--- config.mk ---
export PLATFORM = sky130hd
export DESIGN_NAME = pipe_latch_elastic
export DESIGN_NICKNAME = d
export VERILOG_FILES = /design/src/rtl/pipe_latch_pkg.sv /design/src/rtl/pipe_latch_elastic_sat_counter.sv /design/src/rtl/pipe_latch_elastic.sv
export SDC_FILE = /design/constraint.sdc
export NUM_CORES = 1
export LEC_CHECK = 0
export BUFFER_PORTS_ARGS = -buffer_cell sky130_fd_sc_hd__buf_2
export CAP_MARGIN = 20
export CORE_MARGIN = 5
export CORE_UTILIZATION = 44
export CTS_CLUSTER_SIZE = 12
export DETAILED_ROUTE_END_ITERATION = 8
export PLACE_DENSITY = 0.75
export SYNTH_ARGS = -nofsm -noshare
export SYNTH_HDL_FRONTEND = slang
export SYNTH_SLANG_ARGS = --single-unit
--- constraint.sdc ---
create_clock -name CLK -period 4.2 [get_ports CLK]
set_clock_uncertainty 0.15 [all_clocks]
set_input_delay 1.26 -clock CLK [delete_from_list [all_inputs] [get_ports CLK]]
set_output_delay 1.26 -clock CLK [all_outputs]
set_load 0.05 [all_outputs]
--- src/rtl/pipe_latch_pkg.sv ---
// Shared types for the elastic pipeline register: occupancy state encoding,
// per-stage payload structs (their $bits set each instance's WIDTH), and a
// state-to-occupancy decode helper.
package pipe_latch_pkg;

    typedef enum logic [1:0] {
        EMPTY = 2'd0,
        ONE   = 2'd1,
        FULL  = 2'd2
    } latch_state_t;

    localparam int unsigned XLEN  = 32;
    localparam int unsigned REG_W = 5;

    // Per-stage payloads carried across the elastic register.
    typedef struct packed {
        logic [XLEN-1:0] pc;
        logic [XLEN-1:0] instr;
    } if_id_t;

    typedef struct packed {
        logic [XLEN-1:0]  pc;
        logic [XLEN-1:0]  rs1_val;
        logic [XLEN-1:0]  rs2_val;
        logic [XLEN-1:0]  imm;
        logic [REG_W-1:0] rd;
        logic [3:0]       alu_op;
    } id_ex_t;

    typedef struct packed {
        logic [XLEN-1:0]  alu_res;
        logic [XLEN-1:0]  store_val;
        logic [REG_W-1:0] rd;
        logic             mem_rd;
        logic             mem_wr;
    } ex_mem_t;

    typedef struct packed {
        logic [XLEN-1:0]  wb_val;
        logic [REG_W-1:0] rd;
        logic             wb_en;
    } mem_wb_t;

    localparam int unsigned IF_ID_W  = $bits(if_id_t);
    localparam int unsigned ID_EX_W  = $bits(id_ex_t);
    localparam int unsigned EX_MEM_W = $bits(ex_mem_t);
    localparam int unsigned MEM_WB_W = $bits(mem_wb_t);

    // Number of held entries for a given state.
    function automatic logic [1:0] state_occupancy(input latch_state_t s);
        case (s)
            EMPTY:   state_occupancy = 2'd0;
            ONE:     state_occupancy = 2'd1;
            FULL:    state_occupancy = 2'd2;
            default: state_occupancy = 2'd0;
        endcase
    endfunction

endpackage

--- src/rtl/pipe_latch_elastic_sat_counter.sv ---
// Saturating up-counter: adds inc when en is high, sticks at all-ones.
// Ports: CLK, nRST (async active-low), en, inc[W-1:0], count[W-1:0].
module sat_counter #(
    parameter int unsigned W = 32
) (
    input  logic         CLK,
    input  logic         nRST,
    input  logic         en,
    input  logic [W-1:0] inc,
    output logic [W-1:0] count
);

    logic [W:0] sum;

    // One extra bit catches the carry that signals saturation.
    assign sum = {1'b0, count} + {1'b0, inc};

    always_ff @(posedge CLK or negedge nRST) begin
        if (!nRST) begin
            count <= '0;
        end else if (en) begin
            count <= sum[W] ? '1 : sum[W-1:0];
        end
    end

endmodule

--- src/rtl/pipe_latch_elastic.sv ---
// Elastic pipeline register: valid/ready handshake with a two-entry skid
// buffer (main = head, skid = overflow) and synchronous flush. in_ready is
// decoded from the state register only, so downstream stalls reach the
// upstream stage one cycle late and never through a combinational path.
// Optional build macro PIPE_LATCH_PERF_EN adds stall_cnt / flush_drop_cnt.
// Ports: CLK, nRST, flush, in_valid/in_ready/in_data (upstream),
//        out_valid/out_ready/out_data (downstream), occupancy (0..2),
//        stall_cnt, flush_drop_cnt (PIPE_LATCH_PERF_EN only).
module pipe_latch_elastic
    import pipe_latch_pkg::*;
#(
    parameter int unsigned WIDTH = 32,
    parameter int unsigned CNT_W = 32
) (
    input  logic             CLK,
    input  logic             nRST,
    input  logic             flush,
    input  logic             in_valid,
    output logic             in_ready,
    input  logic [WIDTH-1:0] in_data,
    output logic             out_valid,
    input  logic             out_ready,
    output logic [WIDTH-1:0] out_data,
    output logic [1:0]       occupancy
`ifdef PIPE_LATCH_PERF_EN
    ,
    output logic [CNT_W-1:0] stall_cnt,
    output logic [CNT_W-1:0] flush_drop_cnt
`endif
);

    if (WIDTH < 1 || CNT_W < 1) begin : g_bad_params
        $error("pipe_latch_elastic: WIDTH and CNT_W must be at least 1");
    end

    latch_state_t     state_q, state_d;
    logic [WIDTH-1:0] main_q, main_d;
    logic [WIDTH-1:0] skid_q, skid_d;
    logic             acc;
    logic             pop;

    // Handshake outputs depend on registered state only.
    assign out_valid = (state_q != EMPTY);
    assign in_ready  = (state_q != FULL);
    assign occupancy = state_occupancy(state_q);
    assign out_data  = main_q;

    assign acc = in_valid & in_ready;
    assign pop = out_valid & out_ready;

    // State and storage registers.
    always_ff @(posedge CLK or negedge nRST) begin
        if (!nRST) begin
            state_q <= EMPTY;
            main_q  <= '0;
            skid_q  <= '0;
        end else begin
            state_q <= state_d;
            main_q  <= main_d;
            skid_q  <= skid_d;
        end
    end

    // Next state and storage; flush overrides any transfer in the same cycle.
    always_comb begin
        state_d = state_q;
        main_d  = main_q;
        skid_d  = skid_q;
        if (flush) begin
            state_d = EMPTY;
            main_d  = '0;
            skid_d  = '0;
        end else begin
            case (state_q)
                EMPTY: begin
                    if (acc) begin
                        main_d  = in_data;
                        state_d = ONE;
                    end
                end
                ONE: begin
                    if (acc && pop) begin
                        main_d = in_data;
                    end else if (acc) begin
                        skid_d  = in_data;
                        state_d = FULL;
                    end else if (pop) begin
                        // main keeps its stale value; out_valid masks it
                        state_d = EMPTY;
                    end
                end
                FULL: begin
                    if (pop) begin
                        main_d  = skid_q;
                        state_d = ONE;
                    end
                end
                default: begin
                    state_d = EMPTY;
                end
            endcase
        end
    end

`ifdef PIPE_LATCH_PERF_EN
    // Counters ignore flush; only nRST clears them.
    sat_counter #(.W(CNT_W)) u_stall_cnt (
        .CLK   (CLK),
        .nRST  (nRST),
        .en    (out_valid & ~out_ready),
        .inc   (CNT_W'(1)),
        .count (stall_cnt)
    );

    sat_counter #(.W(CNT_W)) u_flush_drop_cnt (
        .CLK   (CLK),
        .nRST  (nRST),
        .en    (flush),
        .inc   (CNT_W'(occupancy)),
        .count (flush_drop_cnt)
    );
`endif

endmodule

# Word-level counts from Yosys, hierarchy flattened
# Index checks and enable logic that the tools add are counted.
# totals
elab_cells,39
inputBits,37
ff_bits,66
# op_classes
bitwise,2
n_eq_ne,9
reduce_logical,9
muxes,16
# op_table
cell,count
32-bit 2-to-1 mux,7
32-bit case mux with 3 select lines,1
2-bit 2-to-1 mux,6
"3-bit != test, second input constant",4
4-bit AND reduction,2
2-bit case mux with 3 select lines,1
2-bit nonzero test,3
"2-bit != test, second input constant",2
"4-bit != test, second input constant",1
2-bit case mux with 2 select lines,1
4-bit nonzero test,1
3-bit AND reduction,1
1-bit bitwise AND,2
"2-bit by 1-bit equality test with 1-bit output, second input constant",1
"2-bit equality test, second input constant",1
2-bit logical NOT,1
1-bit logical AND,1

# Depth between registers and ports, before layout
# Gate-level depths: netlist of the first run.
# logic_depth
ltp_word,7
depth_mapped,7
depth_no_buf,5

# Least setup slack after synthesis of the first run
# No wires, ideal clock.
# synth_timing
path_type,reg-to-output
startpoint,register state_q[0]
endpoint,output port occupancy[1]
arrival_time_ps,1345
required_time_ps,2790
slack_ps,1445
stages_incl_launch_ff,4
cell_sequence,dfrtp_1 -> nor2b_1 -> buf_6 -> clkbuf_1
# synth_between
elab_chain_len,2
elab_cells_between_ends,3
classes_between,2 x eq/ne; 1 x mux
# synth_lines
element,line,source
start: declaration,pipe_latch_elastic.sv:36,"latch_state_t state_q, state_d;"
start signal: assignment,pipe_latch_elastic.sv:58,state_q <= state_d;
2-bit equality test / 2-bit by 1-bit equality test with 1-bit output (equally long branches),pipe_latch_pkg.sv:51,case (s)
2-bit case mux with 2 select lines (*),pipe_latch_pkg.sv:51,
end: declaration,pipe_latch_elastic.sv:24,output logic [1:0] occupancy
# Mark *: on every way between the ends. The rest lies on a longest branch, timed or not.

# Final worst setup path of the first run
# Same ends and word-level chain as after synthesis.

==> summary.md, run 1 <==
| Metric | Value |
|---|---|
| Status | `finished, final reports clean` |
| Post-synth top area share | `a little over half` |
| Pin count of the biggest net entering global routing | `37` |
| Root buffer cell | `sky130_fd_sc_hd__clkbuf_8` |
| Via count of the first global-routing pass | `~2300` |
| Final hold viol count | `0` |
| DRC errors left | `0` |
| Number of distinct library cells after synthesis | `21` |
| Achievable Freq | `roughly 0.32 GHz` |
| Clock tree from TritonCTS | `yes` |
| Final setup TNS | `0 ns` |
| Hold-fix buffers, CTS | `0` |
| Slew margin rel. | `54.7%` |
| Worst-path cell chain | `nor2b_4 > buf_4 > buf_2` |
| WP data required | `2.79 ns` |
| Cell count of the worst hold path | `1` |
| Number of buffer cells added on primary ports | `72` |
| Fraction of the cycle the final worst path needs | `between 70% and 80%` |
| Nature of the critical path endpoint | `output port` |
| Top-level I/O count | `73` |
| Number of cells upsized or downsized after cts | `0` |
| Worst slew pin tran | `0.676 ns` |
| Max Transition Viols Final | `0` |
| Number of rows in the core area | `30` |
| Worst R2R Path Depth | `6` |
| Via count of the routed design | `roughly 2300` |
| Type of the worst setup path | `flop to output port` |
| Detailed placement HPWL | `4670 µm` |
| Worst stage delay on the critical path | `0.49 ns` |
| Share of layout cells above drive strength 1 | `approximately two fifths` |
| Cell with the largest stage delay on the worst path | `sky130_fd_sc_hd__dfrtp_1` |
| Clock Sinks | `66` |
| Commonest cells post-synth | `sky130_fd_sc_hd__dfrtp_1 (66), sky130_fd_sc_hd__nand2_1 (64), sky130_fd_sc_hd__a21oi_1 (34)` |
| Number of warning messages in the yosys log | `0` |
| Cells taking the most area after synthesis | `sky130_fd_sc_hd__dfrtp_1 (54%), sky130_fd_sc_hd__mux2_4 (15%), sky130_fd_sc_hd__a22o_1 (9.2%)` |
| Via-per-instance ratio | `roughly 5.4` |
| Antenna diodes | `0` |
| H-tree depth reported by CTS | `3` |
| Initial cell density of the core | `a little under half` |
| Worst-path fanout max | `36` |
| Layout Area Growth over Synthesis | `21.0%` |
| Startpoint type of the worst setup path | `flop` |
| Total core area | `slightly below 0.007 mm²` |
| Total routing resource utilization after global routing | `17.3%` |
| Post-layout power | `approximately 1600 µW` |
| Post-synth net total | `between 300 and 400` |
| Main flop type after synthesis | `sky130_fd_sc_hd__dfrtp_1` |
| Total length of routed wires | `7310 µm` |
| First-pass GRT wire length | `11900 µm` |
| Syn Std Cell Area | `0.00305 mm²` |
| Full die area | `slightly below 0.009 mm²` |
| Number of flip-flops and latches in the synthesized netlist | `66` |
| Die outline width | `between 90 and 100 µm` |
| Average wire length per cell after detail routing | `around 17 µm` |
| Routability Congestion | `roughly 0.78` |
| Final worst slack | `1.10 ns` |
| Crit path time final | `3.10 ns` |
| Hold Crit Class | `flop to flop` |
| Number of nets still failing antenna checks after routing | `0` |
| Setup repair after global routing missed its margin | `no` |
| Sequential cell area fraction in the yosys report | `between 50% and 60%` |
| Number of flops mapped to enable cells by yosys | `0` |
| Post-synthesis instance total | `264` |
| Leading cell type by number of instances after synthesis | `sky130_fd_sc_hd__dfrtp_1` |
| Yosys top cell by area | `sky130_fd_sc_hd__dfrtp_1` |
| Post-synthesis area per instance | `roughly 12 µm²` |
| Number of post-CTS setup repair buffers | `0` |
| Latest clock arrival within the worst-skew pair | `approximately 0.34 ns` |
| Share of synthesized registers carrying an async set or reset | `100%` |
| Fin nets | `between 300 and 400` |
| # setup viols final | `0` |
| Clock-pin slew on the worst setup and hold paths | `about 0.070 ns` |
| Total leakage power | `approximately 0.0020 µW` |
| Worst ir drop on vdd | `~270 µV` |
| Number of max-cap violations | `0` |
| Maximum number of buffers from clock root to sink | `2` |
| Worst EP arrival | `~1.7 ns` |
| Number of antenna violations at the first check in global routing | `0` |
| First-pass iteration count of the detailed router | `4` |
| Number of DRC markers in iteration 0 | `between 100 and 150` |
| Post-place setup slack | `1.15 ns` |
| Number of buffers inserted during clock tree synthesis | `9` |
| P per Cell Area | `roughly 420 mW/mm²` |
| Aggregate global routing overflow | `0` |
| Vert. Die Dim | `roughly 93 µm` |
## report_power, final
part           switching (µW)  internal [µW]  leakage [µW]
logic                     207            104      0.000973
registers                25.3            673      0.000883
clock network             256            291      0.000103
total                     488           1070       0.00196
## final timing paths
check | startpoint | to | slack (ns)
max | state_q[0]$_DFFE_PN0P_ | occupancy[1] | 1.10
min | skid_q[24]$_DFFE_PN0P_ | skid_q[24]$_DFFE_PN0P_ | 0.36
max reg2reg | state_q[0]$_DFFE_PN0P_ | out_data[19]$_DFFE_PN0P_ | 1.88
min reg2reg | skid_q[24]$_DFFE_PN0P_ | skid_q[24]$_DFFE_PN0P_ | 0.36
max in group asynchronous | nRST | skid_q[22]$_DFFE_PN0P_ | 2.36
min in group asynchronous | nRST | out_data[11]$_DFFE_PN0P_ | 0.78
## logic make-up (layout without fill, tap and decap cells)
logic type | count (synthesis) | count (layout) | synth area share (%)
buffers and inverters | 22 | 98 | 3.94
AOI/OAI and AO/OA | 68 | 68 | 16.0
and+or+nand+nor | 75 | 75 | 10.1
DFF | 66 | 66 | 54.1
muxes | 33 | 33 | 15.8
## critical path, delay by kind of cell, from the launching register on
family                 cells  cell delay, ns
DFF                        1            0.49
and+or+nand+nor            1            0.14
buffers and inverters      2            0.73
## layer usage
layer	GRT usage (%)	routed length (µm)	vias up
met5	0	0	-
met3	3.78	452	13
met1	25.3	3470	1121
met4	6.96	121	0
li1	-	-	1061
met2	24.9	3270	85
## state kept, by name, summed over array words and instances, names as in the netlist
| signal | cells |
|---|---|
| out_data | 32 |
| skid_q | 32 |
| state_q | 2 |
## cells in the final DEF, fill, tap and decap left out, drive strengths merged
master and count:
dfrtp 66, nor3 2, nor2b 3, mux2i 1, clkbuf 10, or2b 1, o211ai 1, mux2 32
buf 80, or2 1, clkinvlp 1, inv 3, a21oi 34, clkinv 3, nand2 64, o21ai 1
nand2b 2, bufinv 1, a22o 32, nor2 2
## per-stage QoR
stage	utilization (%)	hold WS [ns]	std cells	area, µm²
2_1_floorplan	-	0.323	264	3050
3_3_place_gp	51.6	0.337	404	3490
3_5_place_dp	51.6	0.338	404	3490
4_1_cts	54.6	0.361	420	3690
5_1_grt	54.6	0.376	420	3690
6_report	54.6	0.357	420	3690
## final cells by class
type,count,area [µm²]
Clock buffer,10,138
Clock inverter,6,65.1
Fill cell,603,3070
Inverter,2,7.51
Multi-Input combinational cell,176,1290
Sequential cell,66,1650
Tap cell,80,100
Timing Repair Buffer,80,433
(Power assumes the default switching activity.)
==> run 2: changes to the inputs <==
==> constraint.sdc (replaced) <==
create_clock -name CLK -period 3.2 [get_ports CLK]
set_clock_uncertainty 0.15 [all_clocks]
set_input_delay 0.96 -clock CLK [delete_from_list [all_inputs] [get_ports CLK]]
set_output_delay 0.96 -clock CLK [all_outputs]
set_load 0.05 [all_outputs]
==> run 2 against run 1 <==
- via count is essentially flat
- hold slack lost 0.0010 ns
- die area is the same
- setup slack lost 0.68 ns
- flip-flop and latch count is the same
- wire length is 2.1% lower
- non-clock buffer count unchanged
- core utilization down 0.11 points
- sequential power rose by 31%
- critical path type unchanged
- final area down 0.20%
- combinational power rose by 32%
- largest power group unchanged
- register-to-register slack lost 1.0 ns
==> summary.md, run 2 (synthesis gave the netlist of run 1 again) <==
| Metric | Value |
|---|---|
| Full die area | `0.00870 mm² (unchanged)` |
| Via-per-instance ratio | `5.43 (about the same)` |
| Die outline width | `93.3 µm (unchanged)` |
| Detailed placement HPWL | `4910 µm (+5.0%)` |
| Share of layout cells above drive strength 1 | `39.4% (unchanged)` |
| Worst R2R Path Depth | `5 (-1)` |
| Via count of the first global-routing pass | `2304 (-0.95%)` |
| Max Transition Viols Final | `0 (unchanged)` |
| Beginning of the worst register-to-register path | `state_q[0]$_DFFE_PN0P_` |
| Number of buffers inserted during clock tree synthesis | `9 (unchanged)` |
| Post-place setup slack | `0.354 ns (-0.794 ns)` |
| DRC errors left | `0 (unchanged)` |
| Number of nets still failing antenna checks after routing | `0 (unchanged)` |
| Worst slew pin tran | `0.874 ns (+0.198 ns)` |
| Slew margin rel. | `41.5% (-13 points)` |
| Number of antenna violations at the first check in global routing | `0 (unchanged)` |
| Final hold viol count | `0 (unchanged)` |
| Number of DRC markers in iteration 0 | `130 (-5.1%)` |
| Total core area | `0.00676 mm² (unchanged)` |
| Clock-pin slew on the worst setup and hold paths | `0.07 ns (about the same)` |
| Worst ir drop on vdd | `335 µV (+26%)` |
| Final setup TNS | `0 ns (unchanged)` |
| Type of the worst setup path | `flop to output port` |
| Vert. Die Dim | `93.3 µm (unchanged)` |
| Status | `finished, final reports clean` |
| Total routing resource utilization after global routing | `17.6% (+0.24 points)` |
| First-pass GRT wire length | `11800 µm (-0.52%)` |
| Via count of the routed design | `2281 (+0.044%)` |
| Startpoint type of the worst setup path | `flop` |
| Worst hold start | `out_data[11]$_DFFE_PN0P_` |
| Worst EP arrival | `1.67 ns (-0.02 ns)` |
| Achievable Freq | `0.360 GHz` |
| Clock tree from TritonCTS | `yes` |
| Worst-path fanout max | `19 (-47%)` |
| Fraction of the cycle the final worst path needs | `between 80% and 90%` |
| Total leakage power | `0.00196 µW (-0.13%)` |
| Most common cell after layout, fill and taps aside | `sky130_fd_sc_hd__buf_2` |
| Worst Setup SP | `state_q[0]$_DFFE_PN0P_` |
| Hold-fix buffers, CTS | `0 (unchanged)` |
| Layout Area Growth over Synthesis | `20.7%` |
| Initial cell density of the core | `45.1% (unchanged)` |
| Root buffer cell | `sky130_fd_sc_hd__clkbuf_8` |
| Total length of routed wires | `7150 µm (-2.1%)` |
| Fin nets | `372 (unchanged)` |
| Maximum number of buffers from clock root to sink | `2 (unchanged)` |
| WP data required | `2.09 ns (-0.70 ns)` |
| Routability Congestion | `0.759 (-2.3%)` |
| Storage element area | `0.00165 mm² (unchanged)` |
| Worst reg2reg setup slack | `0.87 ns (-1.01 ns)` |
| Number of cells upsized or downsized after cts | `0 (unchanged)` |
| Commonest cells after routing, fill and taps aside | `sky130_fd_sc_hd__buf_2 (72), sky130_fd_sc_hd__dfrtp_1 (66), sky130_fd_sc_hd__nand2_1 (64), sky130_fd_sc_hd__a21oi_1 (34), sky130_fd_sc_hd__a22o_1 (32)` |
| Hold Crit Class | `flop to flop` |
| P per Cell Area | `525 mW/mm² (+24%)` |
| Multi-input logic area | `0.00129 mm² (unchanged)` |
| Worst hold slack | `0.356 ns (-0.00104 ns)` |
| Number of rows in the core area | `30 (unchanged)` |
| Nature of the critical path endpoint | `output port` |
| Final worst slack | `0.420 ns (-0.682 ns)` |
| Pin count of the biggest net entering global routing | `40 (+8.1%)` |
| Antenna diodes | `0 (unchanged)` |
| First-pass iteration count of the detailed router | `4 (unchanged)` |
| Endpoint of the worst-slack reg-to-reg timing path | `out_data[4]$_DFFE_PN0P_` |
| Latest clock arrival within the worst-skew pair | `0.34 ns (about the same)` |
| Top-level I/O count | `73 (unchanged)` |
| Number of buffer cells added on primary ports | `72 (unchanged)` |
| End of the worst hold path | `out_data[11]$_DFFE_PN0P_` |
| Average wire length per cell after detail routing | `17.0 µm (-2.1%)` |
| Number of max-cap violations | `0 (unchanged)` |
| Number of fill cells in the layout | `604 (+0.17%)` |
| Crit path time final | `about 2.8 ns` |
| Clock Sinks | `66 (unchanged)` |
| Aggregate global routing overflow | `0 (unchanged)` |
| Number of post-CTS setup repair buffers | `0 (unchanged)` |
| H-tree depth reported by CTS | `3 (unchanged)` |
| Setup repair after global routing missed its margin | `no` |
| # setup viols final | `0 (unchanged)` |
| Cell count of the worst hold path | `1 (unchanged)` |
## run 2: per-stage QoR
| step | area [µm²] | utilization (%) | total power, µW | std cells |
|---|---|---|---|---|
| 6_report | 3680 | 54.5 | 1930 | 420 |
| 5_1_grt | 3680 | 54.5 | 2020 | 420 |
| 4_1_cts | 3680 | 54.5 | 1950 | 420 |
| 3_5_place_dp | 3510 | 52.0 | 1340 | 404 |
| 3_3_place_gp | 3510 | 52.0 | 1340 | 404 |
| 2_1_floorplan | 3050 | - | 1220 | 264 |
## run 2: how the worst max path moves through the flow
stage / end / cells after the start / slack (ns)
after global placement: out_data[2]$_DFFE_PN0P_ / 5 / 0.42
after global routing: in_ready / 3 / 0.30
after detailed placement: out_data[4]$_DFFE_PN0P_ / 5 / 0.35
after floorplan: occupancy[1] / 3 / 0.74
final: occupancy[1] / 2 / 0.42
after CTS: occupancy[1] / 2 / 0.39
## run 2: final cells by class
| class | instances | area share [%] |
|---|---|---|
| clock buffers | 9 | 3.36 |
| clock inverters | 7 | 1.26 |
| flip-flops and latches | 66 | 44.9 |
| repair buffers | 80 | 12.4 |
| well taps | 80 | 2.72 |
| multi-input cells | 176 | 35.2 |
| inverters | 2 | 0.204 |
## run 2: critical path: stages, from the launching register on
cell and delay [ns]:
sky130_fd_sc_hd__dfrtp_1 0.48, sky130_fd_sc_hd__nor2b_4 0.48, sky130_fd_sc_hd__buf_2 0.37
## run 2: per-layer routing
metal / GRT usage, % / wire length (µm) / share of wire, %
met5: 0 / 0 / 0
met4: 7.45 / 125 / 1.7
met3: 4.75 / 490 / 6.9
met1: 23.6 / 3200 / 45
met2: 26.7 / 3340 / 47
## run 2: report_power, final
part | switching, µW | internal [µW]
registers | 31.6 | 883
clock network | 328 | 279
logic | 270 | 140
